**src/rtl/johnson_ring_counter_nbit.sv**
```systemverilog
// WIDTH-bit Johnson / one-hot ring counter with a prescaled step enable,
// up/down direction, synchronous clear/load and registered complementary outputs.
module johnson_ring_counter_nbit #(
  parameter  int WIDTH = 4,
  parameter  int DIV   = 25_000_000,
  localparam int IW    = $clog2(2*WIDTH)
) (
  input  logic          clock,
  input  logic          reset_n,
  input  logic          en,
  input  logic          dir,
  input  logic          mode,
  input  logic          clear,
  input  logic          load,
  input  logic [IW-1:0] load_idx,
  output logic [WIDTH-1:0] q,
  output logic [WIDTH-1:0] qbar,
  output logic [IW-1:0] idx,
  output logic          tick,
  output logic          wrap,
  output logic          load_err
);

  localparam int PW = (DIV > 1) ? $clog2(DIV) : 1;

  logic [WIDTH-1:0] q_q, q_d, qbar_q;
  logic [IW-1:0]    idx_q, idx_d;
  logic [PW-1:0]    pre_q, pre_d, pre_inc;
  logic             mode_q, mode_d;
  logic             tick_q, tick_d;
  logic             wrap_q, wrap_d;
  logic             err_q, err_d;

  logic [IW:0]      n_states;
  logic [IW-1:0]    last_idx;
  logic             terminal;
  logic             load_ok;
  logic [WIDTH-1:0] up_v, dn_v;
  logic [IW-1:0]    up_idx, dn_idx;
  logic             up_wrap, dn_wrap;

  // Canonical bit pattern for state index k in the selected sequence.
  function automatic logic [WIDTH-1:0] decode(input logic [IW-1:0] k, input logic ring);
    logic [WIDTH-1:0] v;
    v = '0;
    for (int b = 0; b < WIDTH; b++) begin
      if (ring)
        v[b] = (int'(k) == b);
      else if (int'(k) < WIDTH)
        v[b] = (b < int'(k));
      else
        v[b] = (b >= int'(k) - WIDTH);
    end
    return v;
  endfunction

  // Shift/rotate neighbours: the end bit is inverted for Johnson, passed through for ring.
  assign up_v[0]       = mode_q ? q_q[WIDTH-1] : ~q_q[WIDTH-1];
  assign dn_v[WIDTH-1] = mode_q ? q_q[0]       : ~q_q[0];

  genvar gi;
  generate
    for (gi = 1; gi < WIDTH; gi++) begin : g_shift
      assign up_v[gi]   = q_q[gi-1];
      assign dn_v[gi-1] = q_q[gi];
    end
  endgenerate

  assign n_states = mode_q ? (IW+1)'(WIDTH) : (IW+1)'(2*WIDTH);
  assign last_idx = IW'(n_states - 1'b1);
  assign load_ok  = ({1'b0, load_idx} < n_states);

  assign up_wrap  = (idx_q == last_idx);
  assign dn_wrap  = (idx_q == '0);
  assign up_idx   = up_wrap ? '0 : idx_q + 1'b1;
  assign dn_idx   = dn_wrap ? last_idx : idx_q - 1'b1;

  assign terminal = en && (pre_q == PW'(DIV - 1));
  assign pre_inc  = terminal ? '0 : pre_q + 1'b1;

  always_comb begin
    q_d    = q_q;
    idx_d  = idx_q;
    pre_d  = pre_q;
    mode_d = mode_q;
    tick_d = 1'b0;
    wrap_d = 1'b0;
    err_d  = 1'b0;
    if (clear || (mode != mode_q)) begin
      // Clear and mode realignment both restart the new sequence at index 0.
      mode_d = mode;
      q_d    = decode('0, mode);
      idx_d  = '0;
      pre_d  = '0;
    end else if (load) begin
      if (load_ok) begin
        q_d   = decode(load_idx, mode_q);
        idx_d = load_idx;
        pre_d = '0;
      end else begin
        err_d = 1'b1;
      end
    end else if (en) begin
      pre_d = pre_inc;
      if (terminal) begin
        tick_d = 1'b1;
        if (dir) begin
          q_d    = dn_v;
          idx_d  = dn_idx;
          wrap_d = dn_wrap;
        end else begin
          q_d    = up_v;
          idx_d  = up_idx;
          wrap_d = up_wrap;
        end
      end
    end
  end

  always_ff @(posedge clock or negedge reset_n) begin
    if (!reset_n) begin
      q_q    <= '0;
      qbar_q <= '1;
      idx_q  <= '0;
      pre_q  <= '0;
      mode_q <= 1'b0;
      tick_q <= 1'b0;
      wrap_q <= 1'b0;
      err_q  <= 1'b0;
    end else begin
      q_q    <= q_d;
      qbar_q <= ~q_d;
      idx_q  <= idx_d;
      pre_q  <= pre_d;
      mode_q <= mode_d;
      tick_q <= tick_d;
      wrap_q <= wrap_d;
      err_q  <= err_d;
    end
  end

  assign q        = q_q;
  assign qbar     = qbar_q;
  assign idx      = idx_q;
  assign tick     = tick_q;
  assign wrap     = wrap_q;
  assign load_err = err_q;

endmodule
```
**config.mk**
```make
export PLATFORM = sky130hd
export DESIGN_NAME = johnson_ring_counter_nbit
export DESIGN_NICKNAME = d
export VERILOG_FILES = /design/src/rtl/johnson_ring_counter_nbit.sv
export SDC_FILE = /design/constraint.sdc
export NUM_CORES = 1
export LEC_CHECK = 0
export CELL_PAD_IN_SITES_DETAIL_PLACEMENT = 1
export CELL_PAD_IN_SITES_GLOBAL_PLACEMENT = 2
export CORE_MARGIN = 4
export CORE_UTILIZATION = 35
export CTS_CLUSTER_DIAMETER = 120
export CTS_CLUSTER_SIZE = 20
export DETAILED_ROUTE_END_ITERATION = 16
export PLACE_DENSITY_LB_ADDON = 0.12
export SLEW_MARGIN = 25
export SYNTH_ARGS = -nofsm -noshare
export SYNTH_HDL_FRONTEND = slang
export SYNTH_SLANG_ARGS = --single-unit
export TNS_END_PERCENT = 20
```
**constraint.sdc**
```tcl
create_clock -name clock -period 2.9 [get_ports clock]
set_input_delay 0.29 -clock clock [delete_from_list [all_inputs] [get_ports clock]]
set_output_delay 0.29 -clock clock [all_outputs]
set_load 0.05 [all_outputs]
```
==> results.json <==
{
  "grt_usage_pct": 18.4,
  "fin_crit_sh_pct": 82.7,
  "net-switching-power_mw": 0.381,
  "start_kind": "flip-flop",
  "hold_slack_ns": -0.0260,
  "ant_nets": 0,
  "routabilityCongestion": 0.790,
  "netlist.area_leader.share_pct": 36.0,
  "endpoint_kind": "flip-flop",
  "cts_tree": "yes",
  "synth-xor-area-share_pct": 2.10,
  "drtIter0Drc": 68,
  "die_height_um": 92.5,
  "grt_max_degree": 41,
  "port_buffers": 23,
  "cts_hold_buf": 0,
  "synth_mux_area_share_pct": 3.90,
  "cp_max_fo": 17,
  "ios": 24,
  "synth.distinct_cells": 54,
  "initial_core_util_pct": 36.4,
  "die_area_um2": 8560,
  "synthArstFlopShare_pct": 100,
  "via_per_inst": 5.52,
  "r2r_end": "pre_q[7]",
  "violations": "hold timing",
  "nNetsFinal": 327,
  "worstRegToRegCells": 5,
  "yosys.area_share.adder_pct": 3.00,
  "slew_viol_final": 0,
  "synth_compound_area_share_pct": 23.2,
  "fin_ws_ns": 0.503,
  "yosysSeqAreaShare_pct": 40.2,
  "vias": 2253,
  "gr-total-overflow": 0,
  "htreeDepth": 2,
  "area_growth_pct": 20.5,
  "synth_top_family_by_area": "compound AO/OA/AOI/OAI gates",
  "p_comb_share_pct": 18.8,
  "timing_hold_violations_final": 36,
  "cts_max_path_buffers": 2,
  "cp_data_required_time_ns": 3.09,
  "drtPass1Iterations": 4,
  "worstMarginPinSlew_ns": 0.679,
  "hold_path.class": "primary input to asynchronous set/reset pin",
  "timing.rr.start": "pre_q[9]",
  "syn-cell-area_um2": 2500,
  "drv_cap": 0,
  "syn_area_per_cell_um2": 8.93,
  "max_freq_ghz": 0.417,
  "clock-sinks": 40,
  "grt_setup_unrepaired": "no",
  "clock_power_share_pct": 36.0,
  "final_layout_size_suffix_gt1_share_pct": 14.1,
  "synth_top_area_cell": "dfrtp_1",
  "post_cts_buffers": 0,
  "fin_util_pct": 43.9,
  "synth_seq_cells": 40,
  "max_slew_margin_pct": 53.6,
  "fp.dieW_um": 92.5,
  "synthFlopType": "dfrtp_1",
  "syn_nets": 296,
  "wl_per_cell_um": 17.8,
  "dpl.hpwl_um": 5150,
  "path_class": "flip-flop to flip-flop",
  "ys_top_cells_by_area": "dfrtp_1 (36%), o21ai_0 (5.8%), dfstp_2 (4.2%)",
  "synth-simple-area-share_pct": 22.5,
  "irDropWorstVdd_mv": 0.153,
  "drt-total-wl_um": 7270,
  "skew_ns": 0.00627,
  "seq_power_share_pct": 45.2,
  "antennaDiodeCount": 0,
  "cts.clk_slew.worst_paths_ns": 0.08,
  "tns_ns": 0,
  "syn-instance-count": 280,
  "rows": 30,
  "core_area_um2": 6870,
  "r2r_slack_ns": 0.50,
  "p_per_area_nw_per_um2": 432,
  "clk_latency_ns": 0.30,
  "drc": 0,
  "p_int_mw": 0.921,
  "antenna_found_initial": 0,
  "period_needed_ns": 2.40,
  "cts_root_buffer": "clkbuf_8",
  "grt_pass1_vias": 2363,
  "status": "complete, but fails checks",
  "dp_slack_ns": 0.386,
  "grt_pass1_wl_um": 12400,
  "setup_violations": 0,
  "power.leakage_nw": 1.22,
  "numCtsBuffers": 5,
  "synth_edf_count": 0,
  "postCtsResizedCells": 0,
  "cp_data_arrival_time_ns": 2.59,
  "switching_share_pct": 29.3,
  "yosysWarnings": 0
}
==> cells by family (layout without fill, tap and decap cells) <==
family	Yosys count	in the layout
and+or+nand+nor	100	100
buffers and inverters	30	62
AOI/OAI and AO/OA	89	89
DFF	40	40
muxes	9	9
xor gates and xnor gates	6	6
adders and majority gates	6	6
==> how the worst max path moves through the flow <==
stage,startpoint,end,cells past startpoint
3_5_place_dp,mode,pre_q[3],6
5_1_grt,pre_q[9],pre_q[7],5
4_1_cts,pre_q[7],pre_q[7],5
3_3_place_gp,mode,pre_q[3],6
6_report,pre_q[9],pre_q[7],5
2_1_floorplan,pre_q[7],pre_q[7],6
==> critical path: stages (launching register included) <==
cell and delay, ns:
dfrtp_1 0.46, or4_4 0.55, nor4_4 0.42, a21o_2 0.41
nor2_2 0.19, a22o_2 0.26
==> synthesized netlist by cell type (3+ instances only) <==
master    instances
nor2b_1           3
o21a_1            4
a21oi_1          15
mux2i_1           6
dfrtp_1          36
ha_1              6
nand2_1          17
xnor2_1           3
nand4_1           8
o22ai_1           4
a22o_1            7
a211oi_1          5
inv_1            17
buf_2             3
clkbuf_1          8
nand3b_1          4
or4_1             7
dfstp_2           4
nor2_1           19
nor3_1           10
xor2_1            3
a21o_1            6
o31ai_1           3
nand3_1          14
o21ai_0          29
==> power by group through the flow <==
stage / combinational (mW) / sequential (mW) / clock (mW)
finish: 0.245 / 0.588 / 0.469
global route: 0.268 / 0.591 / 0.514
CTS: 0.247 / 0.589 / 0.486
detailed placement: 0.246 / 0.600 / 0
global placement: 0.244 / 0.599 / 0
floorplan: 0.110 / 0.638 / 0
==> cell type report <==
class,count,area [um2]
fill,820,3850
tap,96,120
clock buffer,5,68.8
multi-input combinational,210,1380
sequential,40,1010
clock inverter,3,42.5
timing repair buffer,37,333
inverter,17,63.8
==> placed cells by master (no fill, tap or decap), types with 3 or more instances in the layout <==
cell type and instances:
nand3_1 14, dfrtp_1 36, dfstp_2 4, a21o_1 6, nor2b_1 3, a211oi_1 4, a22o_1 7, nand3b_1 4
o21a_1 4, xnor2_1 3, clkdlybuf4s50_1 22, nor2_1 19, mux2i_1 6, nand4_1 8, nand2_1 17, xor2_1 3
o31ai_1 3, or4_1 7, clkbuf_8 5, o21ai_0 29, buf_4 15, a21oi_1 15, o22ai_1 4, nor3_1 10
inv_1 17, ha_1 6
==> routing by layer <==
| layer | vias to the layer above | share of wire, % | wire (um) | GRT usage (%) |
|---|---|---|---|---|
| li1 | 1094 | - | - | - |
| met1 | 1126 | 47 | 3440 | 24.6 |
| met2 | 26 | 49 | 3540 | 30.3 |
| met3 | 7 | 2.3 | 169 | 2.60 |
| met4 | 0 | 1.6 | 114 | 6.31 |
| met5 | - | 0 | 0 | 0 |
==> per-stage QoR <==
stage               area (um2)  instances  total power [mW]
CTS                       3010        408              1.32
floorplan                 2500        280             0.748
global placement          2900        400             0.843
finish                    3010        408              1.30
global route              3010        408              1.37
detailed placement        2900        400             0.846
==> flip-flops by register name, summed over array words and instances (netlist names), named ones only <==
| register | count |
|---|---|
| q | 3 |
| qbar | 4 |
| wrap | 1 |
| load_err | 1 |
| tick | 1 |
| mode_q | 1 |
| pre_q | 25 |
| idx | 3 |
Power figures use the tool's default switching activity.
